**src/rtl/chaos_pkg.sv**
```systemverilog
// Shared definitions for the chaotic map generator: mode encoding, FSM states
// and width-generic fixed-point constants.
package chaos_pkg;

    localparam logic MODE_TENT     = 1'b0;
    localparam logic MODE_LOGISTIC = 1'b1;

    typedef enum logic [2:0] {
        ST_IDLE,
        ST_LOAD,
        ST_MUL1,
        ST_MUL2,
        ST_EMIT
    } state_t;

    localparam int MAX_W = 64;

    // Q0.w constants built at the widest width; users truncate to their own W.
    function automatic logic [MAX_W-1:0] one_half(input int w);
        return MAX_W'(1) << (w - 1);
    endfunction

    function automatic logic [MAX_W-1:0] all_ones(input int w);
        return (w >= MAX_W) ? '1 : ((MAX_W'(1) << w) - MAX_W'(1));
    endfunction

endpackage

```
**src/rtl/chaos_mul.sv**
```systemverilog
// Registered unsigned W x W multiplier with MUL_LAT pipeline stages.
// No enable or reset: the controlling FSM simply ignores results it does not want.
module chaos_mul #(
    parameter int W       = 32,
    parameter int MUL_LAT = 2
) (
    input  logic             clk,
    input  logic [W-1:0]     a,
    input  logic [W-1:0]     b,
    output logic [2*W-1:0]   p
);

    logic [2*W-1:0] prod_p [MUL_LAT];

    // Stage 0 forms the product; later stages only delay it.
    always_ff @(posedge clk) begin
        prod_p[0] <= (2*W)'(a) * (2*W)'(b);
        for (int i = 1; i < MUL_LAT; i++) begin
            prod_p[i] <= prod_p[i-1];
        end
    end

    assign p = prod_p[MUL_LAT-1];

endmodule

```
**src/rtl/chaos_map_gen.sv**
```systemverilog
// Multi-channel tent/logistic chaotic sequence generator sharing one pipelined
// fixed-point multiplier; channels are served round-robin onto a valid/ready stream.
module chaos_map_gen
    import chaos_pkg::*;
#(
    parameter int             W         = 32,
    parameter int             NCH       = 4,
    parameter int             MUL_LAT   = 2,
    parameter logic [W-1:0]   SEED      = W'(32'h52B020C5),
    parameter logic [W-1:0]   SEED_STEP = W'(32'h01000000),
    localparam int            PW        = (NCH > 1) ? $clog2(NCH) : 1
) (
    input  logic             clk,
    input  logic             reset,
    input  logic             start,
    input  logic             abort,
    input  logic             mode,
    input  logic [W-1:0]     mu,
    input  logic [31:0]      num_samples,
    input  logic             seed_we,
    input  logic [PW-1:0]    seed_ch,
    input  logic [W-1:0]     seed_data,
    output logic             out_valid,
    input  logic             out_ready,
    output logic [W-1:0]     out_data,
    output logic [PW-1:0]    out_ch,
    output logic             busy,
    output logic             done
);

    localparam int           LW       = $clog2(MUL_LAT + 1);
    localparam logic [W-1:0] ONE_HALF = W'(one_half(W));
    localparam logic [W-1:0] ALL_ONES = W'(all_ones(W));

    state_t          state, state_nxt;
    logic [W-1:0]    x_mem [NCH];
    logic [PW-1:0]   ptr;
    logic [31:0]     cnt, num_lat;
    logic            mode_lat;
    logic [W-1:0]    mu_lat;
    logic [LW-1:0]   lat_cnt;
    logic [W-1:0]    x_cur, onem, t_val, y_val, mul_a, mul_b;
    logic [2*W-1:0]  mul_p;
    logic            last_lat, y_take, commit, done_nxt;

    // 1 - x in Q0.W; x = 0 would need 2^W, so it clamps to the largest value.
    function automatic logic [W-1:0] one_minus(input logic [W-1:0] v);
        return (v == '0) ? ALL_ONES : (~v + W'(1));
    endfunction

    // Q2.(2W-2) product back to Q0.W; anything at or above 1.0 saturates.
    function automatic logic [W-1:0] sat_result(input logic [2*W-1:0] p);
        return (p[2*W-1 -: 2] != 2'b00) ? ALL_ONES : p[2*W-3 -: W];
    endfunction

    chaos_mul #(.W(W), .MUL_LAT(MUL_LAT)) u_mul (
        .clk (clk),
        .a   (mul_a),
        .b   (mul_b),
        .p   (mul_p)
    );

    always_comb begin
        x_cur    = x_mem[ptr];
        onem     = one_minus(x_cur);
        t_val    = mul_p[2*W-1 -: W];
        y_val    = sat_result(mul_p);
        last_lat = (lat_cnt == LW'(MUL_LAT - 1));
        y_take   = last_lat && ((state == ST_MUL1 && mode_lat == MODE_TENT) || state == ST_MUL2);
        // Default operands are the logistic second pass (mu * x(1-x)).
        mul_a    = mu_lat;
        mul_b    = t_val;
        if (state == ST_LOAD) begin
            if (mode_lat == MODE_LOGISTIC) begin
                mul_a = x_cur;
                mul_b = onem;
            end else begin
                mul_b = (x_cur < ONE_HALF) ? x_cur : onem;
            end
        end
    end

    always_comb begin
        state_nxt = state;
        commit    = 1'b0;
        done_nxt  = 1'b0;
        case (state)
            ST_IDLE: if (start) state_nxt = ST_LOAD;
            ST_LOAD: state_nxt = ST_MUL1;
            ST_MUL1: if (last_lat) state_nxt = (mode_lat == MODE_TENT) ? ST_EMIT : ST_MUL2;
            ST_MUL2: if (last_lat) state_nxt = ST_EMIT;
            ST_EMIT: begin
                if (out_ready) begin
                    commit = 1'b1;
                    if (num_lat != 32'd0 && cnt + 32'd1 == num_lat) begin
                        done_nxt  = 1'b1;
                        state_nxt = ST_IDLE;
                    end else begin
                        state_nxt = ST_LOAD;
                    end
                end
            end
            default: state_nxt = ST_IDLE;
        endcase
        // abort wins over a same-cycle handshake: nothing is committed.
        if (abort && state != ST_IDLE) begin
            state_nxt = ST_IDLE;
            commit    = 1'b0;
            done_nxt  = 1'b0;
        end
    end

    always_ff @(posedge clk) begin
        if (reset) begin
            state   <= ST_IDLE;
            done    <= 1'b0;
            lat_cnt <= '0;
        end else begin
            state   <= state_nxt;
            done    <= done_nxt;
            if ((state == ST_MUL1 || state == ST_MUL2) && !last_lat) lat_cnt <= lat_cnt + 1'b1;
            else lat_cnt <= '0;
        end
    end

    always_ff @(posedge clk) begin
        if (reset) begin
            for (int c = 0; c < NCH; c++) x_mem[c] <= SEED + W'(c) * SEED_STEP;
            ptr      <= '0;
            cnt      <= '0;
            num_lat  <= '0;
            mode_lat <= MODE_TENT;
            mu_lat   <= '0;
            out_data <= '0;
        end else begin
            if (state == ST_IDLE) begin
                if (seed_we) x_mem[seed_ch] <= seed_data;
                if (start) begin
                    mode_lat <= mode;
                    mu_lat   <= mu;
                    num_lat  <= num_samples;
                    cnt      <= '0;
                    ptr      <= '0;
                end
            end
            if (y_take) out_data <= y_val;
            if (commit) begin
                x_mem[ptr] <= out_data;
                ptr        <= (NCH == 1) ? '0 : ptr + 1'b1;
                cnt        <= cnt + 32'd1;
            end
        end
    end

    assign out_valid = (state == ST_EMIT);
    assign out_ch    = ptr;
    assign busy      = (state != ST_IDLE);

endmodule

```
**config.mk**
```make
export PLATFORM = sky130hd
export DESIGN_NAME = chaos_map_gen
export DESIGN_NICKNAME = d
export VERILOG_FILES = /design/src/rtl/chaos_pkg.sv /design/src/rtl/chaos_mul.sv /design/src/rtl/chaos_map_gen.sv
export SDC_FILE = /design/constraint.sdc
export NUM_CORES = 2
export LEC_CHECK = 0
export ABC_AREA = 1
export BUFFER_PORTS_ARGS = -buffer_cell sky130_fd_sc_hd__buf_2
export CORE_MARGIN = 5
export CORE_UTILIZATION = 30
export DETAILED_ROUTE_END_ITERATION = 12
export MAX_ROUTING_LAYER = met4
export PLACE_DENSITY_LB_ADDON = 0.05
export SYNTH_ARGS = -nofsm -noshare
export SYNTH_HDL_FRONTEND = slang
export SYNTH_SLANG_ARGS = --single-unit
```
**constraint.sdc**
```tcl
create_clock -name clk -period 18.3 [get_ports clk]
set_input_delay 3.66 -clock clk [delete_from_list [all_inputs] [get_ports clk]]
set_output_delay 3.66 -clock clk [all_outputs]
set_load 0.01 [all_outputs]
```
Yosys cells after proc, flatten, opt, wreduce, memory -nomap -nowiden. Memory sizes are Yosys's and may differ from the RTL's. A register that Yosys moved wholly into a read port is not among the register bits. Cells that the tools add are included.

Flip-flop bits (word level): 137. Output and inout port bits: 37. Input port bits: 105. Memories: 2. Memory bits (writable): 256.

Order comparisons: 1. Bitwise gates (word level): 5. $add $sub $neg: 4. Reduce and logical (&&, ||, !) cells: 23. Multipliers: 1. Muxes and demuxes: 41. Equality and inequality tests: 10.

Memories: u_mul.prod_p (depth 2, width 64, rd ports 2, clocked after memory_dff 0, write ports 2, line chaos_mul.sv:13) `logic [2*W-1:0] prod_p [MUL_LAT];`; x_mem (depth 4, width 32, rd ports 1, clocked after memory_dff 1, write ports 4, line chaos_map_gen.sv:36) `logic [W-1:0] x_mem [NCH];`.

Operators with widths (count): 32-bit 2-to-1 mux (12); 32-bit by 1-bit adder with 32-bit output (second input constant) (2); 32-bit by 32-bit multiplier with 64-bit output (1); 32-bit OR reduction (2); 32-bit == test (1); 32-bit logical NOT (1); 32-bit less-than comparator (second input constant) (1); 32-bit inverter (1); 32-bit nonzero test (1); 1-bit 2-to-1 mux (16); 3-bit 2-to-1 mux (5); 3-bit case mux with 5 select lines (1); 2-bit 2-to-1 mux (7); 3-bit by 2-bit == test with 1-bit output (second input constant) (2); 2-bit inequality test (second input constant) (3); 2-bit nonzero test (3); 1-bit logical AND (5); 2-bit by 1-bit adder with 2-bit output (second input constant) (2); 1-bit inverter (4); 2-bit AND reduction (2); 4-bit AND reduction (1); 2-bit OR reduction (2); 4-bit OR reduction (1); 3-bit by 1-bit == test with 1-bit output (second input constant) (1); 7 further kinds (8).

Logic depth before layout (Yosys ltp).
Word-level depth: 8. Depth in mapped cells: 48. Gate-level depth less buffers: 45.

Hierarchy. Synthesis repeated with hierarchy kept, for this count alone.

Cells, all modules: 7126. Area total of the unflattened synthesis: 53734.0 um2.

Modules (own cells, without submodules): chaos_mul (area each 39167.6 um2, times used 1, cells an instance 5151); chaos_map_gen (area each 14566.5 um2, times used 1, cells an instance 1975).

Least setup slack after synthesis. No wires, ideal clock.

Kind: register to register. Start: register (tool-made name). End: memory u_mul.prod_p[0][55] (netlist name). Data required time: 18188 ps. Cell stages (with the launch flop): 43. Library setup time: 112 ps. Arrival: 7916 ps. Buffers on the path: 3. Clock period less this slack: 8028 ps. Slack: 10272 ps. Cells stage by stage: dfxtp_1 buf_6 nand2_1 nand3_1 nand2_1 ha_1 inv_1 nor2_2 nand2_2 nor2_4 nand3_2 nand2_1 inv_2 buf_4 nand3b_1 nand2_1 inv_1 buf_4 [7 not listed] inv_1 fa_1 fa_1 fa_1 inv_1 fa_1 inv_1 ha_1 a21oi_1 o21ai_0 a21oi_1 inv_1 a21oi_1 nor2_1 a211oi_1 nand2_1 nand2_1 nand2_1.

RTL lines (line): end: declaration (chaos_mul.sv:13).

==> summary.md <==
| Metric | Value |
|---|---|
| Synth top cells by count | `1214 x inv_1, 1164 x nand2_1, 895 x fa_1` |
| CTS buffer count | `39` |
| Max-slew violation count | `0` |
| Final worst slack | `6.85 ns` |
| Initial Util | `30.3%` |
| Detail Route Antenna Nets | `0` |
| Synth Area in XOR/XNOR | `1.39%` |
| Synth area leader | `fa_1` |
| Post-synth top flop | `dfxtp_1` |
| Largest family of logic cells by synthesized area | `adder cells` |
| Synth Warn # | `0` |
| Number of H-tree levels | `2` |
| Pre-antenna DRT Iters | `7` |
| Initial DRC Count | `2621` |
| Top cells by area, synth | `fa_1 37%, inv_1 9.5%, nand2_1 9.1%, dfxtp_1 8.6%, edfxtp_1 8.0%` |
| I/O pins | `142` |
| Post-DR vias/cell | `4.82` |
| Buf/Inv on CP | `11` |
| Actual slew at the worst max-slew pin | `1.23 ns` |
| Fin crit share | `62.6%` |
| Max Cap Viol | `0` |
| Die ar. | `168000 um^2` |
| Clk buf depth | `3` |
| Mapped cell area | `48000 um^2` |
| Mapped Cells | `5929` |
| WL/cell | `25.2 um` |
| Hold buffers post-CTS | `0` |
| Gpl congestion | `0.942` |
| Setup TNS | `0 ns` |
| CP Class | `reg -> reg` |
| Crit end category | `flop` |
| Min cycle time layout | `11.45 ns` |
| Final nets | `7234` |
| Vias in the first global route | `41674` |
| Die Ht | `410 um` |
| Detailed Place HPWL | `162 mm` |
| Cell variety after synth | `54` |
| Clock Sink Count | `335` |
| Normalized max-slew margin | `17.8%` |
| Setup slack at placement | `7.01 ns` |
| Clk_lat worst skew | `0.59 ns` |
| Status | `complete, no violations` |
| Area growth syn-to-layout | `9.49%` |
| Element type at the critical path start | `flop` |
| Top-count cell post-synth | `inv_1` |
| Die width | `410 um` |
| Peak Freq | `0.0873 GHz` |
| RSZ-0062 raised after global routing | `false` |
| DR vias | `38898` |
| Cell mode on critical path | `fa_1` |
| Synth Register Bits | `335` |
| Ratio of cells with drive above 1 in the final layout | `7.80%` |
| Post-synthesis simple-gate area fraction | `20.2%` |
| CP max stage cell | `inv_1` |
| Root Buffer | `clkbuf_16` |
| First-pass GRT wire length | `297 mm` |
| Final setup fails | `0` |
| Clk pin slew, worst setup/hold paths | `0.07 ns` |
| Mux cell area share after synthesis | `0%` |
| Part of the Yosys area used for sequential elements | `16.6%` |
| I/O Buffers | `141` |
| Initial antenna violation count | `8` |
| FFs w/ async S/R, synth | `0%` |
| Post-CTS Setup Repair Bufs | `0` |
| CTS tree | `built` |
| Post-synthesis compound-gate area fraction | `5.61%` |
| Drt drc | `0` |
| Synth Net Count | `7192` |
| Row count | `146` |
| Largest net degree at the start of global routing | `67` |
| Total grt overflow | `0` |
| Setup Skew | `0.0463 ns` |
| Mean Syn Cell Area | `8.10 um^2` |
| Req. time, crit path | `18.81 ns` |
| Number of fill cells | `17147` |
| Critical Path Fanout Max | `54` |
| Top cell type's share of synthesized area | `37.3%` |
| Total GRT Usage | `25.0%` |
| WP data arrival | `11.96 ns` |
| Final hold vios | `0` |
| Synthesized-area fraction occupied by adder cells | `44.1%` |
| Crit-path max cell delay | `1.03 ns` |
| Post-CTS Resized | `0` |
| Final wirelength | `204 mm` |
| Core area | `159000 um^2` |
| Delay-heaviest family, CP | `adder cells` |
| HP Class | `reg -> reg` |
| EDFF count, synth | `128` |
[metrics by stage]
step,cell area (um^2),utilization (%),std cells,hold WS [ns]
6_report,52600,33.1,8077,0.326
5_1_grt,52600,33.1,8074,0.337
4_1_cts,52600,33.1,8074,0.329
3_5_place_dp,51200,32.3,8002,0.315
3_3_place_gp,51200,32.3,8002,0.314
2_1_floorplan,48000,-,5929,0.310
[final timing paths]
path	start	endpoint	slack (ns)	cells past startpoint
worst max register to register	flop	u_mul.prod_p[0][56]	6.85	40
worst max-delay path	flop	u_mul.prod_p[0][56]	6.85	40
worst min-delay path	u_mul.prod_p[0][58]	u_mul.prod_p[0][122]	0.33	0
worst min register to register	u_mul.prod_p[0][58]	u_mul.prod_p[0][122]	0.33	0
[logic make-up after synthesis]
kind of cell / after synthesis
AO/OA/AOI/OAI: 489
XOR/XNOR: 76
adder cells (fa/ha/maj): 1158
buffers and inverters: 1485
flip-flops: 335
AND/OR/NAND/NOR: 2386
[cell type report]
| cell class | instances | area, um^2 | share of cell area (%) |
|---|---|---|---|
| sequential | 335 | 7990 | 15.2 |
| inverter | 1243 | 4670 | 8.87 |
| clock buffer | 46 | 1050 | 2.00 |
| antenna | 3 | 7.51 | 0.0143 |
| multi-input combinational | 4109 | 34500 | 65.6 |
| timing repair buffer | 243 | 1470 | 2.80 |
| clock inverter | 26 | 315 | 0.599 |
| tap | 2072 | 2590 | 4.93 |
[state kept, by name (all words and copies together) (netlist names), named ones only]
| name | flops |
|---|---|
| cnt | 32 |
| done | 1 |
| lat_cnt | 2 |
| mode_lat | 1 |
| mu_lat | 32 |
| num_lat | 32 |
| out_ch | 2 |
| out_data | 32 |
| state | 3 |
| u_mul.prod_p | 68 |
| x_mem | 128 |
[placed cells by master (no fill, tap or decap), types with 6 or more instances in the layout]
master,count
a21boi_0,21
o21ai_4,6
clkbuf_16,40
or2_2,19
o21ai_1,11
nand3b_1,6
o21a_1,18
nand2_2,35
a31oi_1,14
clkinv_1,15
edfxtp_1,128
nand3_2,9
nand4_1,22
buf_4,103
xnor2_1,17
nor2_4,9
a21oi_1,243
dfxtp_1,206
o22ai_1,16
o21ai_2,37
clkinv_2,7
xor2_1,59
inv_1,1213
inv_2,18
nor3_1,29
nor2_2,14
nand3_1,180
nor2_1,865
buf_2,140
nand2_1,1162
nor4_1,20
o21ai_0,97
fa_1,895
ha_1,263
[per-layer routing]
metal	wire length (um)	part of all wire [%]	up-vias	track usage, %
met4	3980	2.0	0	4.07
met1	92500	45	20127	33.8
met3	8770	4.3	135	2.40
met2	98500	48	864	41.5
li1	-	-	17772	-
met5	0	0	-	-
Power is not shown: default switching activity piles up to over one toggle a cycle in this logic, so the estimate is an artifact.
